`src/rtl/id_ex_stage_reg_pkg.sv`:
```
// Shared core definitions for the ID/EX pipeline register: datapath widths,
// ALU opcode encoding and the control word that represents a pipeline bubble.
package id_ex_stage_reg_pkg;

    localparam int CORE_DATA_W  = 16;
    localparam int CORE_REG_AW  = 4;
    localparam int CORE_ALUOP_W = 3;
    localparam int CORE_CNT_W   = 16;

    typedef enum logic [CORE_ALUOP_W-1:0] {
        ALU_ADD = 3'd0,
        ALU_SUB = 3'd1,
        ALU_AND = 3'd2,
        ALU_OR  = 3'd3,
        ALU_XOR = 3'd4,
        ALU_SLT = 3'd5,
        ALU_SLL = 3'd6,
        ALU_SRL = 3'd7
    } alu_op_e;

    // Control bits that must all be cleared for an instruction slot to be inert.
    typedef struct packed {
        logic valid;
        logic regWrite;
        logic memRead;
        logic memWrite;
    } ctrl_t;

    localparam ctrl_t BUBBLE_CTRL = '{valid: 1'b0, regWrite: 1'b0, memRead: 1'b0, memWrite: 1'b0};

    // Register 0 is hardwired zero, so it can never carry a real dependency.
    function automatic logic isZeroReg(input logic [CORE_REG_AW-1:0] addr);
        return (addr == {CORE_REG_AW{1'b0}});
    endfunction

endpackage

```
`src/rtl/id_ex_stage_reg_load_use_detect.sv`:
```
// Load-use hazard term: the instruction in EX is a load whose destination is
// read by the instruction currently in ID. Purely combinational.
module load_use_detect
    import id_ex_stage_reg_pkg::*;
#(
    parameter int REG_AW = CORE_REG_AW
) (
    input  logic              exValid,
    input  logic              exMemRead,
    input  logic              exRegWrite,
    input  logic [REG_AW-1:0] exRd,
    input  logic              idValid,
    input  logic [REG_AW-1:0] idRs,
    input  logic [REG_AW-1:0] idRt,
    input  logic              idUsesRs,
    input  logic              idUsesRt,
    output logic              hazard
);

    logic loadInEx_s;
    logic rsMatch_s;
    logic rtMatch_s;

    // Compare the ID source operands against the destination of a load sitting in EX.
    always_comb begin
        loadInEx_s = exValid & exMemRead & exRegWrite & (exRd != {REG_AW{1'b0}});
        rsMatch_s  = idUsesRs & (idRs == exRd);
        rtMatch_s  = idUsesRt & (idRt == exRd);
        hazard     = loadInEx_s & idValid & (rsMatch_s | rtMatch_s);
    end

endmodule

```
`src/rtl/id_ex_stage_reg.sv`:
```
// ID/EX pipeline register. Captures decoded operands/control from ID, inserts
// a single bubble on a load-use dependency, squashes on a taken branch and
// freezes on a downstream hold. Counts inserted load-use bubbles (saturating).
module id_ex_stage_reg
    import id_ex_stage_reg_pkg::*;
#(
    parameter int DATA_W  = CORE_DATA_W,
    parameter int REG_AW  = CORE_REG_AW,
    parameter int ALUOP_W = CORE_ALUOP_W,
    parameter int CNT_W   = CORE_CNT_W
) (
    input  logic               clk,
    input  logic               rst,
    input  logic               id_valid,
    input  logic [REG_AW-1:0]  id_rs,
    input  logic [REG_AW-1:0]  id_rt,
    input  logic [REG_AW-1:0]  id_rd,
    input  logic               id_uses_rs,
    input  logic               id_uses_rt,
    input  logic               id_reg_write,
    input  logic               id_mem_read,
    input  logic               id_mem_write,
    input  logic [ALUOP_W-1:0] id_alu_op,
    input  logic [DATA_W-1:0]  id_a,
    input  logic [DATA_W-1:0]  id_b,
    input  logic [DATA_W-1:0]  id_imm,
    input  logic               flush,
    input  logic               hold,
    output logic               ex_valid,
    output logic [REG_AW-1:0]  ex_rs,
    output logic [REG_AW-1:0]  ex_rt,
    output logic [REG_AW-1:0]  ex_rd,
    output logic               ex_reg_write,
    output logic               ex_mem_read,
    output logic               ex_mem_write,
    output logic [ALUOP_W-1:0] ex_alu_op,
    output logic [DATA_W-1:0]  ex_a,
    output logic [DATA_W-1:0]  ex_b,
    output logic [DATA_W-1:0]  ex_imm,
    output logic               pc_write,
    output logic               if_id_write,
    output logic [CNT_W-1:0]   stall_cnt
);

    typedef struct packed {
        ctrl_t              ctrl;
        logic [REG_AW-1:0]  rs;
        logic [REG_AW-1:0]  rt;
        logic [REG_AW-1:0]  rd;
        logic [ALUOP_W-1:0] aluOp;
        logic [DATA_W-1:0]  a;
        logic [DATA_W-1:0]  b;
        logic [DATA_W-1:0]  imm;
    } exRegs_t;

    localparam logic [CNT_W-1:0] CNT_MAX = {CNT_W{1'b1}};
    localparam logic [CNT_W-1:0] CNT_ONE = {{(CNT_W-1){1'b0}}, 1'b1};

    exRegs_t          exRegs_r;
    exRegs_t          nextRegs_s;
    exRegs_t          bubbleRegs_s;
    logic [CNT_W-1:0] stallCnt_r;
    logic [CNT_W-1:0] nextCnt_s;
    logic             loadUseHazard_s;

    load_use_detect #(
        .REG_AW (REG_AW)
    ) uHazard (
        .exValid    (exRegs_r.ctrl.valid),
        .exMemRead  (exRegs_r.ctrl.memRead),
        .exRegWrite (exRegs_r.ctrl.regWrite),
        .exRd       (exRegs_r.rd),
        .idValid    (id_valid),
        .idRs       (id_rs),
        .idRt       (id_rt),
        .idUsesRs   (id_uses_rs),
        .idUsesRt   (id_uses_rt),
        .hazard     (loadUseHazard_s)
    );

    // Front-end write enables: hold PC and IF/ID while a bubble is inserted or the pipe is frozen.
    always_comb begin
        pc_write    = ~(loadUseHazard_s | hold);
        if_id_write = ~(loadUseHazard_s | hold);
    end

    // Next EX contents and stall count; priority is hold > flush > hazard > load.
    always_comb begin
        bubbleRegs_s      = '0;
        bubbleRegs_s.ctrl = BUBBLE_CTRL;
        nextRegs_s        = exRegs_r;
        nextCnt_s         = stallCnt_r;
        if (hold) begin
            nextRegs_s = exRegs_r;
            nextCnt_s  = stallCnt_r;
        end else if (flush) begin
            // A squash that coincides with a hazard is not a load-use bubble.
            nextRegs_s = bubbleRegs_s;
            nextCnt_s  = stallCnt_r;
        end else if (loadUseHazard_s) begin
            nextRegs_s = bubbleRegs_s;
            if (stallCnt_r != CNT_MAX) begin
                nextCnt_s = stallCnt_r + CNT_ONE;
            end else begin
                nextCnt_s = stallCnt_r;
            end
        end else begin
            nextRegs_s.ctrl.valid    = id_valid;
            nextRegs_s.ctrl.regWrite = id_reg_write & id_valid;
            nextRegs_s.ctrl.memRead  = id_mem_read & id_valid;
            nextRegs_s.ctrl.memWrite = id_mem_write & id_valid;
            nextRegs_s.rs            = id_rs;
            nextRegs_s.rt            = id_rt;
            nextRegs_s.rd            = id_rd;
            nextRegs_s.aluOp         = id_alu_op;
            nextRegs_s.a             = id_a;
            nextRegs_s.b             = id_b;
            nextRegs_s.imm           = id_imm;
            nextCnt_s                = stallCnt_r;
        end
    end

    // Pipeline register and stall counter; reset leaves a bubble in EX.
    always_ff @(posedge clk) begin
        if (rst) begin
            exRegs_r   <= '0;
            stallCnt_r <= {CNT_W{1'b0}};
        end else begin
            exRegs_r   <= nextRegs_s;
            stallCnt_r <= nextCnt_s;
        end
    end

    assign ex_valid     = exRegs_r.ctrl.valid;
    assign ex_reg_write = exRegs_r.ctrl.regWrite;
    assign ex_mem_read  = exRegs_r.ctrl.memRead;
    assign ex_mem_write = exRegs_r.ctrl.memWrite;
    assign ex_rs        = exRegs_r.rs;
    assign ex_rt        = exRegs_r.rt;
    assign ex_rd        = exRegs_r.rd;
    assign ex_alu_op    = exRegs_r.aluOp;
    assign ex_a         = exRegs_r.a;
    assign ex_b         = exRegs_r.b;
    assign ex_imm       = exRegs_r.imm;
    assign stall_cnt    = stallCnt_r;

endmodule

```
`config.mk`:
```
export PLATFORM = sky130hd
export DESIGN_NAME = id_ex_stage_reg
export DESIGN_NICKNAME = d
export VERILOG_FILES = /design/src/rtl/id_ex_stage_reg_pkg.sv /design/src/rtl/id_ex_stage_reg_load_use_detect.sv /design/src/rtl/id_ex_stage_reg.sv
export SDC_FILE = /design/constraint.sdc
export NUM_CORES = 1
export LEC_CHECK = 0
export BUFFER_PORTS_ARGS = -buffer_cell sky130_fd_sc_hd__buf_4
export CAP_MARGIN = 5
export CELL_PAD_IN_SITES_DETAIL_PLACEMENT = 1
export CELL_PAD_IN_SITES_GLOBAL_PLACEMENT = 1
export CORE_ASPECT_RATIO = 1.4
export CORE_UTILIZATION = 32
export DETAILED_ROUTE_END_ITERATION = 6
export GPL_TIMING_DRIVEN = 0
export HOLD_SLACK_MARGIN = 0.15
export PLACE_DENSITY = 0.89
export SLEW_MARGIN = 20
export SYNTH_ARGS = -nofsm -noshare
export SYNTH_HDL_FRONTEND = slang
export SYNTH_SLANG_ARGS = --single-unit
```
`constraint.sdc`:
```
create_clock -name clk -period 3.9 [get_ports clk]
set_input_delay 0.39 -clock clk [delete_from_list [all_inputs] [get_ports clk]]
set_output_delay 0.39 -clock clk [all_outputs]
set_load 0.005 [all_outputs]
```
==> impl_metrics.py, run 1 <==
metrics = {
    "cts": {
        "cts_setup_buffers": 0,
        "cts-hold-fix-buffers": 0,
        "cts-resized-gates": 0,
        "clock_sink_count": 83,
        "clkLatencyLatePin_ns": 0.33,
        "clock_tree.buffer_depth": 2,
        "cts_tree": "yes",
        "worst_setup_hold_path_clk_slew_ns": 0.06,
        "cts_max_level": 3,
        "root_buffer_cell": "sky130_fd_sc_hd__clkbuf_16",
        "total_cts_buffers": 9,
    },
    "grt": {
        "grt_pass1_wl_um": 17300,
        "grt_start_max_net_pins": 13,
        "grt_usage": 0.209,
        "overflow": 0,
        "initial_antenna_violation_count": 0,
        "grt_pass1_vias": 3517,
    },
    "worst_hold_path": {
        "min_path_type": "in2reg",
        "hold_depth": 3,
    },
    "final_layout": {
        "synthToLayoutAreaGrowth_pct": 48.9,
        "stdcell_area_mm2": 0.00495,
        "final-seq-area_mm2": 0.00166,
        "utilization": 0.495,
        "nFillCells": 1200,
        "n_antenna_cell": 0,
        "multiInputGateArea_mm2": 0.00152,
        "layout-drive-gt1-share": 0.375,
        "layout.nets": 593,
    },
    "placement": {
        "gp_congestion": 0.819,
        "place_area_mm2": 0.00466,
        "io_buffers": 155,
        "detailed_place_hpwl_um": 8580,
    },
    "timing": {
        "finClkSkew_ns": 0.00591,
        "timing.slew.headroom": 0.632,
        "setup_tns_ns": 0,
        "timing.fmax_mhz": 420,
        "post-route-min-period_ns": 2.38,
        "final_max_slew_viol_count": 0,
        "timing.final.crit_share": 0.610,
        "slew_at_the_pin_closest_to_its_max_slew_limit_ns": 0.548,
        "holdWs_ns": 0.289,
        "setup_viol": 0,
        "hold_viol_final": 0,
        "grt_setup_unrepaired": "no",
    },
    "setup_path": {
        "worstSetupStartpoint": "ex_rd[0]",
        "crit_end": "pc_write",
        "cp.arrival_ns": 1.99,
        "crit-reg2reg-launch": "ex_rd[2]",
        "cp.required_ns": 3.51,
        "critPathMaxFanout": 5,
        "register_to_register_setup_slack_ns": 1.80,
        "r2r.worst_path.cells": 7,
        "worst_setup_path_start_kind": "flop",
        "critical_setup_path_class": "reg2out",
        "cp-end-kind": "output pin",
        "crit-reg2reg-capture": "stall_cnt[13]",
    },
    "die": {
        "placeable_core_region_mm2": 0.0100,
        "fp.dieH_um": 123,
        "num_rows": 43,
        "floorplan.die_area_mm2": 0.0108,
        "floorplan.initialDensity": 0.332,
        "top_level_ports": 158,
        "die_w_um": 88.2,
    },
    "power_and_ir_drop": {
        "power.leakage_nw": 2.13,
        "power.density_mw_per_mm2": 394,
        "vdd_ir_drop_max_mv": 0.207,
        "total_power_mw": 1.95,
    },
    "drt": {
        "route.detailed.vias_per_inst": 5.11,
        "routed_wire_length_per_instance_um": 16.7,
        "postRouteAntennaNets": 0,
        "drt-total-wl_um": 11000,
        "dr.pass1.iters": 6,
        "drt-initial-drc-count": 92,
        "route.vias.total": 3363,
        "drc": 0,
    },
    "run_status": {
        "run_status": "finished clean",
    },
    "yosys": {
        "synth-async-reset-ratio": 0,
        "postSynthNetCount": 427,
        "ys_seq_area_frac": 0.499,
        "post_synth_inst_count": 353,
        "ys_seq_elements": 83,
        "dominantRegCellSynth": "sky130_fd_sc_hd__dfxtp_1",
        "synth.avg_cell_area_um2": 9.42,
        "synth_cell_type_count": 43,
        "synth-edff-count": 0,
        "yosys_warnings": 0,
        "syn-cell-area_mm2": 0.00333,
    },
    "job": {
        "max_cap_violations": 0,
    },
}
## worst min-delay path by stage
stage,startpoint,end,slack (ns)
after floorplan,ex_valid,ex_valid,0.47
after CTS,id_a[7],ex_a[7],0.28
final,id_a[7],ex_a[7],0.29
after detailed placement,ex_mem_write,ex_mem_write,0.48
after global placement,ex_mem_write,ex_mem_write,0.47
after global routing,id_imm[4],ex_imm[4],0.30
## Yosys cell counts (2+ instances only)
| master | instances | area [µm²] |
|---|---|---|
| sky130_fd_sc_hd__dfxtp_1 | 83 | 1660 |
| sky130_fd_sc_hd__nor2_1 | 83 | 312 |
| sky130_fd_sc_hd__a22oi_1 | 63 | 473 |
| sky130_fd_sc_hd__clkbuf_1 | 17 | 63.8 |
| sky130_fd_sc_hd__nand2_1 | 10 | 37.5 |
| sky130_fd_sc_hd__a21oi_1 | 7 | 35.0 |
| sky130_fd_sc_hd__nor2b_1 | 7 | 43.8 |
| sky130_fd_sc_hd__buf_4 | 6 | 45.0 |
| sky130_fd_sc_hd__nand3_1 | 6 | 30.0 |
| sky130_fd_sc_hd__xnor2_1 | 5 | 43.8 |
| sky130_fd_sc_hd__xor2_1 | 5 | 43.8 |
| sky130_fd_sc_hd__buf_2 | 4 | 20.0 |
| sky130_fd_sc_hd__mux2_1 | 4 | 45.0 |
| sky130_fd_sc_hd__nor4_2 | 4 | 50.1 |
| sky130_fd_sc_hd__o31ai_1 | 4 | 30.0 |
| sky130_fd_sc_hd__or4_1 | 4 | 30.0 |
| sky130_fd_sc_hd__a32oi_1 | 3 | 26.3 |
| sky130_fd_sc_hd__and4_1 | 3 | 26.3 |
| sky130_fd_sc_hd__nand4_1 | 3 | 18.8 |
| sky130_fd_sc_hd__mux2_2 | 2 | 22.5 |
| sky130_fd_sc_hd__nand2b_1 | 2 | 12.5 |
| sky130_fd_sc_hd__nor3_1 | 2 | 10.0 |
| sky130_fd_sc_hd__nor3_2 | 2 | 20.0 |
| sky130_fd_sc_hd__nor3b_1 | 2 | 15.0 |
| sky130_fd_sc_hd__nor4_1 | 2 | 12.5 |
| sky130_fd_sc_hd__o21ai_0 | 2 | 10.0 |
| sky130_fd_sc_hd__or3_1 | 2 | 12.5 |
## power by group
group | total (mW) | switching, mW | internal [mW] | leakage, nW
combinational | 0.209 | 0.0964 | 0.113 | 1.31
sequential | 0.891 | 0.0168 | 0.874 | 0.675
clock | 0.851 | 0.324 | 0.527 | 0.146
## final cells by class
class                      count  area share
clock buffer                  13      0.0525
tap                          135      0.0341
inverter                       1    0.000758
buffer                        28      0.0283
timing repair buffer         155       0.235
sequential                    83       0.335
clock inverter                 2     0.00707
multi-input combinational    241       0.307
## worst max-delay path, stage by stage (launching register included)
cell and delay, ns:
sky130_fd_sc_hd__dfxtp_1 0.45, sky130_fd_sc_hd__xor2_1 0.26, sky130_fd_sc_hd__nor3b_1 0.09, sky130_fd_sc_hd__and4_4 0.21, sky130_fd_sc_hd__nor3_1 0.36, sky130_fd_sc_hd__buf_4 0.18
sky130_fd_sc_hd__buf_4 0.10
## sequential cells by signal, summed over array words and instances, names as in the netlist, 3 cells and up
| name | flops |
|---|---|
| ex_alu_op | 3 |
| ex_rs | 4 |
| ex_b | 16 |
| ex_rd | 4 |
| ex_rt | 4 |
| stall_cnt | 16 |
| ex_imm | 16 |
| ex_a | 16 |
## metrics by stage
| step | worst slack, ns | instances |
|---|---|---|
| 2_1_floorplan | 2.01 | 353 |
| 3_3_place_gp | 1.53 | 643 |
| 3_5_place_dp | 1.53 | 643 |
| 4_1_cts | 1.52 | 658 |
| 5_1_grt | 1.45 | 658 |
| 6_report | 1.52 | 658 |
## cells in the final DEF, fill, tap and decap left out, types with 3 or more instances in the layout
cell,count
sky130_fd_sc_hd__clkbuf_1,19
sky130_fd_sc_hd__buf_4,161
sky130_fd_sc_hd__a22oi_1,63
sky130_fd_sc_hd__nand3_1,6
sky130_fd_sc_hd__nor2b_1,7
sky130_fd_sc_hd__or4_1,4
sky130_fd_sc_hd__a21oi_1,7
sky130_fd_sc_hd__dfxtp_1,83
sky130_fd_sc_hd__xnor2_1,5
sky130_fd_sc_hd__clkbuf_16,9
sky130_fd_sc_hd__buf_2,4
sky130_fd_sc_hd__mux2_1,4
sky130_fd_sc_hd__o31ai_1,4
sky130_fd_sc_hd__nand2_1,10
sky130_fd_sc_hd__nor2_1,83
sky130_fd_sc_hd__nor4_2,4
sky130_fd_sc_hd__and4_1,3
sky130_fd_sc_hd__a32oi_1,3
sky130_fd_sc_hd__nand4_1,3
sky130_fd_sc_hd__xor2_1,5
## logic make-up (layout without fill, tap and decap cells)
| family | Yosys count | in the layout | synth area share |
|---|---|---|---|
| adder cells (fa/ha/maj) | 1 | 1 | 0.00376 |
| XOR/XNOR | 10 | 10 | 0.0263 |
| AND/OR/NAND/NOR | 141 | 141 | 0.223 |
| AO/OA/AOI/OAI | 81 | 81 | 0.176 |
| buffers and inverters | 29 | 199 | 0.0432 |
| multiplexers | 8 | 8 | 0.0278 |
| flip-flops | 83 | 83 | 0.499 |
## layer usage
layer | GRT usage | wire, µm
met4 | 0.0796 | 204
met5 | 0 | 0
met3 | 0.0531 | 705
met1 | 0.225 | 4110
met2 | 0.384 | 5990
Power figures use the tool's default switching activity.
==> run 2, diff against run 1 <==
clock period = 2.4 ns   (was 3.9 ns; I/O delays follow)
==> run 2 against run 1 <==
Effect of this change: setup slack lost 1.3 ns; clock power is 65% higher; die area unchanged; sequential cell count unchanged; via count grew 5.8%; largest power group unchanged; highest routed layer unchanged; combinational power increased by 89%.
==> impl_metrics.py, run 2 (same netlist as run 1, synthesis figures left out) <==
metrics = {
    "setup_path": {
        "critical_setup_path_class": "reg2out",
        "crit-reg2reg-capture": "stall_cnt[13]",
        "crit_end": "pc_write",
        "cp-end-kind": "output pin",
        "register_to_register_setup_slack_ns": 0.27,
        "worst_setup_path_start_kind": "flop",
        "crit_top_cell": "sky130_fd_sc_hd__buf_4",
        "critPathMaxFanout": 5,
        "worst-path-buf-inv": 2,
        "worstSetupStartpoint": "ex_rd[0]",
        "crit-reg2reg-launch": "ex_rd[2]",
        "chain_of_cells_forming_the_critical_path": "xor2_1, nor3b_1, and4_4, nor3_1, buf_4, buf_4",
        "r2r.worst_path.cells": 7,
        "worst-path-stages": 6,
        "max_stage_delay_ns": 0.45,
        "cp.required_ns": 2.16,
        "cp.arrival_ns": 1.98,
        "path_delay_family": "simple AND/OR/NAND/NOR gates",
        "slowest_stage": "sky130_fd_sc_hd__dfxtp_1",
    },
    "die": {
        "die_w_um": 88.2,
        "floorplan.die_area_mm2": 0.0108,
        "floorplan.initialDensity": 0.332,
        "top_level_ports": 158,
        "num_rows": 43,
        "fp.dieH_um": 123,
        "placeable_core_region_mm2": 0.0100,
    },
    "timing": {
        "finalWorstSetupSlack_ns": 0.184,
        "finClkSkew_ns": 0.00551,
        "slew_at_the_pin_closest_to_its_max_slew_limit_ns": 0.527,
        "grt_setup_unrepaired": "no",
        "hold_viol_final": 0,
        "timing.fmax_mhz": 451,
        "post-route-min-period_ns": 2.22,
        "timing.final.crit_share": 0.924,
        "final_max_slew_viol_count": 0,
        "setup_tns_ns": 0,
        "setup_viol": 0,
        "timing.slew.headroom": 0.646,
    },
    "cts": {
        "cts_tree": "yes",
        "clkLatencyLatePin_ns": 0.34,
        "root_buffer_cell": "sky130_fd_sc_hd__clkbuf_16",
        "cts-resized-gates": 0,
        "total_cts_buffers": 9,
        "worst_setup_hold_path_clk_slew_ns": 0.06,
        "clock_tree.buffer_depth": 2,
        "cts_max_level": 3,
        "clock_sink_count": 83,
    },
    "placement": {
        "place_area_mm2": 0.00466,
        "detailed_place_hpwl_um": 8580,
        "io_buffers": 155,
        "gp_congestion": 0.819,
        "pre_cts_ws_ns": 0.298,
    },
    "final_layout": {
        "nFillCells": 1187,
        "layout-drive-gt1-share": 0.351,
        "stdcell_area_mm2": 0.00532,
        "synthToLayoutAreaGrowth_pct": 59.8,
        "mostFrequentLayoutCells": "sky130_fd_sc_hd__buf_4, sky130_fd_sc_hd__nor2_1, sky130_fd_sc_hd__dfxtp_1",
        "multiInputGateArea_mm2": 0.00152,
        "n_antenna_cell": 0,
        "final-seq-area_mm2": 0.00166,
        "layout.nets": 629,
        "final_common_cell": "sky130_fd_sc_hd__buf_4",
    },
    "worst_hold_path": {
        "holdCritStartpoint": "id_rs[2]",
        "min_path_type": "in2reg",
    },
    "drt": {
        "drt-initial-drc-count": 98,
        "routed_wire_length_per_instance_um": 17.6,
        "route.detailed.vias_per_inst": 5.13,
        "drt-total-wl_um": 12200,
        "drc": 0,
        "dr.pass1.iters": 4,
        "postRouteAntennaNets": 0,
        "route.vias.total": 3558,
    },
    "grt": {
        "grt_pass1_wl_um": 18900,
        "overflow": 0,
        "grt_pass1_vias": 3781,
        "grt_usage": 0.230,
        "grt_start_max_net_pins": 13,
        "initial_antenna_violation_count": 0,
    },
    "power_and_ir_drop": {
        "power.density_mw_per_mm2": 610,
        "vdd_ir_drop_max_mv": 0.331,
        "power.leakage_nw": 2.28,
        "total_power_mw": 3.24,
    },
    "job": {
        "max_cap_violations": 0,
    },
    "run_status": {
        "run_status": "finished clean",
    },
}
[run 2: cell types whose count changed in the layout (fill, tap and decap cells not counted)]
cell,before,now
sky130_fd_sc_hd__dlygate4sd3_1,0,36
[run 2: cell type report]
cell class / instances / area share
plain buffers: 28 / 0.0264
repair buffers: 191 / 0.287
well taps: 135 / 0.0318
flip-flops and latches: 83 / 0.313
clock inverters: 2 / 0.00659
multi-input cells: 241 / 0.286
clock buffers: 13 / 0.0490
inverters: 1 / 0.000706
[run 2: stage by stage]
step / cells / utilization / hold WS [ns]
floorplan: 353 / - / 0.380
global placement: 643 / 0.466 / 0.467
detailed placement: 643 / 0.466 / 0.477
CTS: 694 / 0.531 / 0.150
global route: 694 / 0.531 / 0.155
finish: 694 / 0.531 / 0.156
[run 2: power by group]
group,switching (mW),leakage (nW),total (mW),internal (mW)
clock network,0.541,0.146,1.40,0.857
registers,0.0286,0.675,1.45,1.42
logic,0.173,1.46,0.394,0.222
[run 2: worst min path at each step]
stage                         to  cells after the start
floorplan               ex_valid                      2
global placement    ex_mem_write                      2
detailed placement  ex_mem_write                      2
CTS                     ex_rs[2]                      3
global route             ex_b[4]                      3
finish                  ex_rs[2]                      3
[run 2: layer usage]
metal  part of all wire  vias up  routed length [µm]  track usage
li1                   -     1668                   -            -
met1               0.37     1733                4540        0.241
met2               0.54      129                6600        0.425
met3              0.057       28                 690       0.0545
met4              0.029        0                 359        0.103
met5                  0        -                   0            0
[run 2: worst register-to-register path: cells and delay by family (launching register included)]
kind          cells  cell delay, ns
mux               1            0.35
xor+xnor          1            0.16
buf+inv           1            0.16
flops             1            0.47
simple gates      4            0.87
[run 2: timing repair]
item | CTS | global route
hold buffers | 36 | 0
setup buffers | 0 | 0
endpoints found under the hold margin | 36 | 0
setup endpoints to repair | 0 | 0
==> run 3, diff against run 2 <==
PLACE_DENSITY = not set   (was 0.89)
PLACE_DENSITY_LB_ADDON = 0.1   (was not set)
==> run 3 against run 2 <==
Effect of this change: first-iteration DRC count down 8.2%; total power up 0.27%; via count down 0.62%; critical path type unchanged; critical endpoint unchanged.
==> impl_metrics.py, run 3 (same netlist as run 1, synthesis figures left out) <==
metrics = {
    "setup_path": {
        "slowest_stage": "sky130_fd_sc_hd__dfxtp_1",
        "worst_setup_path_start_kind": "flop",
        "critical_setup_path_class": "reg2out",
        "cp-end-kind": "output pin",
        "max_stage_delay_ns": 0.36,
        "r2r.worst_path.cells": 7,
        "crit_top_cell": "sky130_fd_sc_hd__buf_4",
        "critPathMaxFanout": 5,
        "cp.arrival_ns": 1.97,
        "chain_of_cells_forming_the_critical_path": "nor4_1, nor2_1, and4_1, nor3_1, buf_4, buf_4",
        "worstSetupStartpoint": "ex_rd[3]",
        "cp.required_ns": 2.16,
        "crit-reg2reg-launch": "ex_rd[2]",
    },
    "die": {
        "floorplan.initialDensity": 0.332,
        "die_w_um": 88.2,
        "num_rows": 43,
        "placeable_core_region_mm2": 0.0100,
        "floorplan.die_area_mm2": 0.0108,
        "fp.dieH_um": 123,
        "top_level_ports": 158,
    },
    "drt": {
        "dr.pass1.iters": 4,
        "drc": 0,
        "route.vias.total": 3536,
        "postRouteAntennaNets": 0,
        "route.detailed.vias_per_inst": 4.97,
        "drt-total-wl_um": 12000,
        "routed_wire_length_per_instance_um": 16.8,
        "drt-initial-drc-count": 90,
    },
    "cts": {
        "cts-resized-gates": 0,
        "clkLatencyLatePin_ns": 0.33,
        "cts_setup_buffers": 0,
        "cts_max_level": 3,
        "worst_setup_hold_path_clk_slew_ns": 0.06,
        "root_buffer_cell": "sky130_fd_sc_hd__clkbuf_16",
        "cts-hold-fix-buffers": 52,
        "total_cts_buffers": 9,
        "cts_tree": "yes",
        "clock_sink_count": 83,
        "clock_tree.buffer_depth": 2,
    },
    "timing": {
        "hold_viol_final": 0,
        "finClkSkew_ns": 0.00290,
        "post-route-min-period_ns": 2.21,
        "final_max_slew_viol_count": 0,
        "timing.final.crit_share": 0.922,
        "slew_at_the_pin_closest_to_its_max_slew_limit_ns": 0.545,
        "setup_viol": 0,
        "grt_setup_unrepaired": "no",
        "setup_tns_ns": 0,
        "timing.slew.headroom": 0.637,
        "timing.fmax_mhz": 452,
    },
    "power_and_ir_drop": {
        "clock_power_share": 0.427,
        "net-switching-power_uw": 734,
        "p_seq_frac": 0.445,
        "p_int_mw": 2.52,
        "switching_share": 0.226,
        "power.density_mw_per_mm2": 593,
        "comb_power_share": 0.127,
        "power.leakage_nw": 2.35,
        "vdd_ir_drop_max_mv": 0.452,
    },
    "final_layout": {
        "mostFrequentLayoutCells": "sky130_fd_sc_hd__buf_4, sky130_fd_sc_hd__nor2_1, sky130_fd_sc_hd__dfxtp_1",
        "synthToLayoutAreaGrowth_pct": 64.6,
        "final_common_cell": "sky130_fd_sc_hd__buf_4",
        "number_of_standard_cells_in_the_final_layout_excluding_fillers": 711,
        "layout-drive-gt1-share": 0.341,
        "layout.nets": 645,
    },
    "grt": {
        "grt_start_max_net_pins": 13,
        "initial_antenna_violation_count": 1,
        "grt_usage": 0.231,
        "overflow": 0,
        "grt_pass1_vias": 3833,
        "grt_pass1_wl_um": 18900,
    },
    "placement": {
        "gp_congestion": 0.726,
        "place_inst": 643,
        "detailed_place_hpwl_um": 8210,
        "io_buffers": 155,
    },
    "worst_hold_path": {
        "min_path_type": "in2reg",
        "holdCritStartpoint": "id_b[7]",
        "hold_depth": 3,
    },
    "job": {
        "max_cap_violations": 0,
    },
    "run_status": {
        "run_status": "finished clean",
    },
}
## run 3: changes by cell type in the layout (fill, tap and decap cells not counted), sizes merged
cell / before / now
diode: 0 / 1
dlygate4sd3: 36 / 52
## run 3: metal layers
layer  global-route usage  routed length [µm]  share of wire  vias to the layer above
li1                     -                   -              -                     1699
met1                0.224                4360           0.36                     1709
met2                0.449                6670           0.56                      108
met3               0.0652                 636          0.053                       20
met4               0.0887                 318          0.027                        0
met5                    0                   0              0                        -
## run 3: final timing paths
| path | to | slack, ns |
|---|---|---|
| max | pc_write | 0.19 |
| min | ex_b[7] | 0.16 |
| max reg2reg | stall_cnt[4] | 0.26 |
| min reg2reg | ex_valid | 0.49 |
## run 3: layout make-up
cell class / count / area, µm²
timing repair buffer: 207 / 1680
multi-input combinational: 241 / 1520
antenna: 1 / 2.50
sequential: 83 / 1660
tap: 135 / 169
inverter: 1 / 3.75
fill: 1150 / 4530
clock buffer: 13 / 260
clock inverter: 2 / 35.0
buffer: 28 / 140
## run 3: metrics by stage
step | setup slack (ns) | instance area, µm² | hold slack, ns | power (mW) | utilization
floorplan | 0.513 | 3330 | 0.380 | 1.61 | -
global placement | 0.321 | 4660 | 0.467 | 1.81 | 0.466
detailed placement | 0.233 | 4660 | 0.479 | 1.82 | 0.466
CTS | 0.134 | 5480 | 0.150 | 3.29 | 0.547
global route | 0.0631 | 5480 | 0.167 | 3.38 | 0.547
finish | 0.186 | 5480 | 0.156 | 3.25 | 0.547
## run 3: critical path, delay by kind of cell, from the launching register on
kind | cells | cell delay (ns)
simple gates | 4 | 1.01
flops | 1 | 0.36
buf+inv | 2 | 0.26
## run 3: power groups by stage
stage / Clock (mW) / Sequential [mW] / Combinational [mW]
global placement: 0 / 1.47 / 0.331
global route: 1.48 / 1.45 / 0.451
floorplan: 0 / 1.48 / 0.132
CTS: 1.43 / 1.45 / 0.412
detailed placement: 0 / 1.48 / 0.342
finish: 1.39 / 1.45 / 0.413
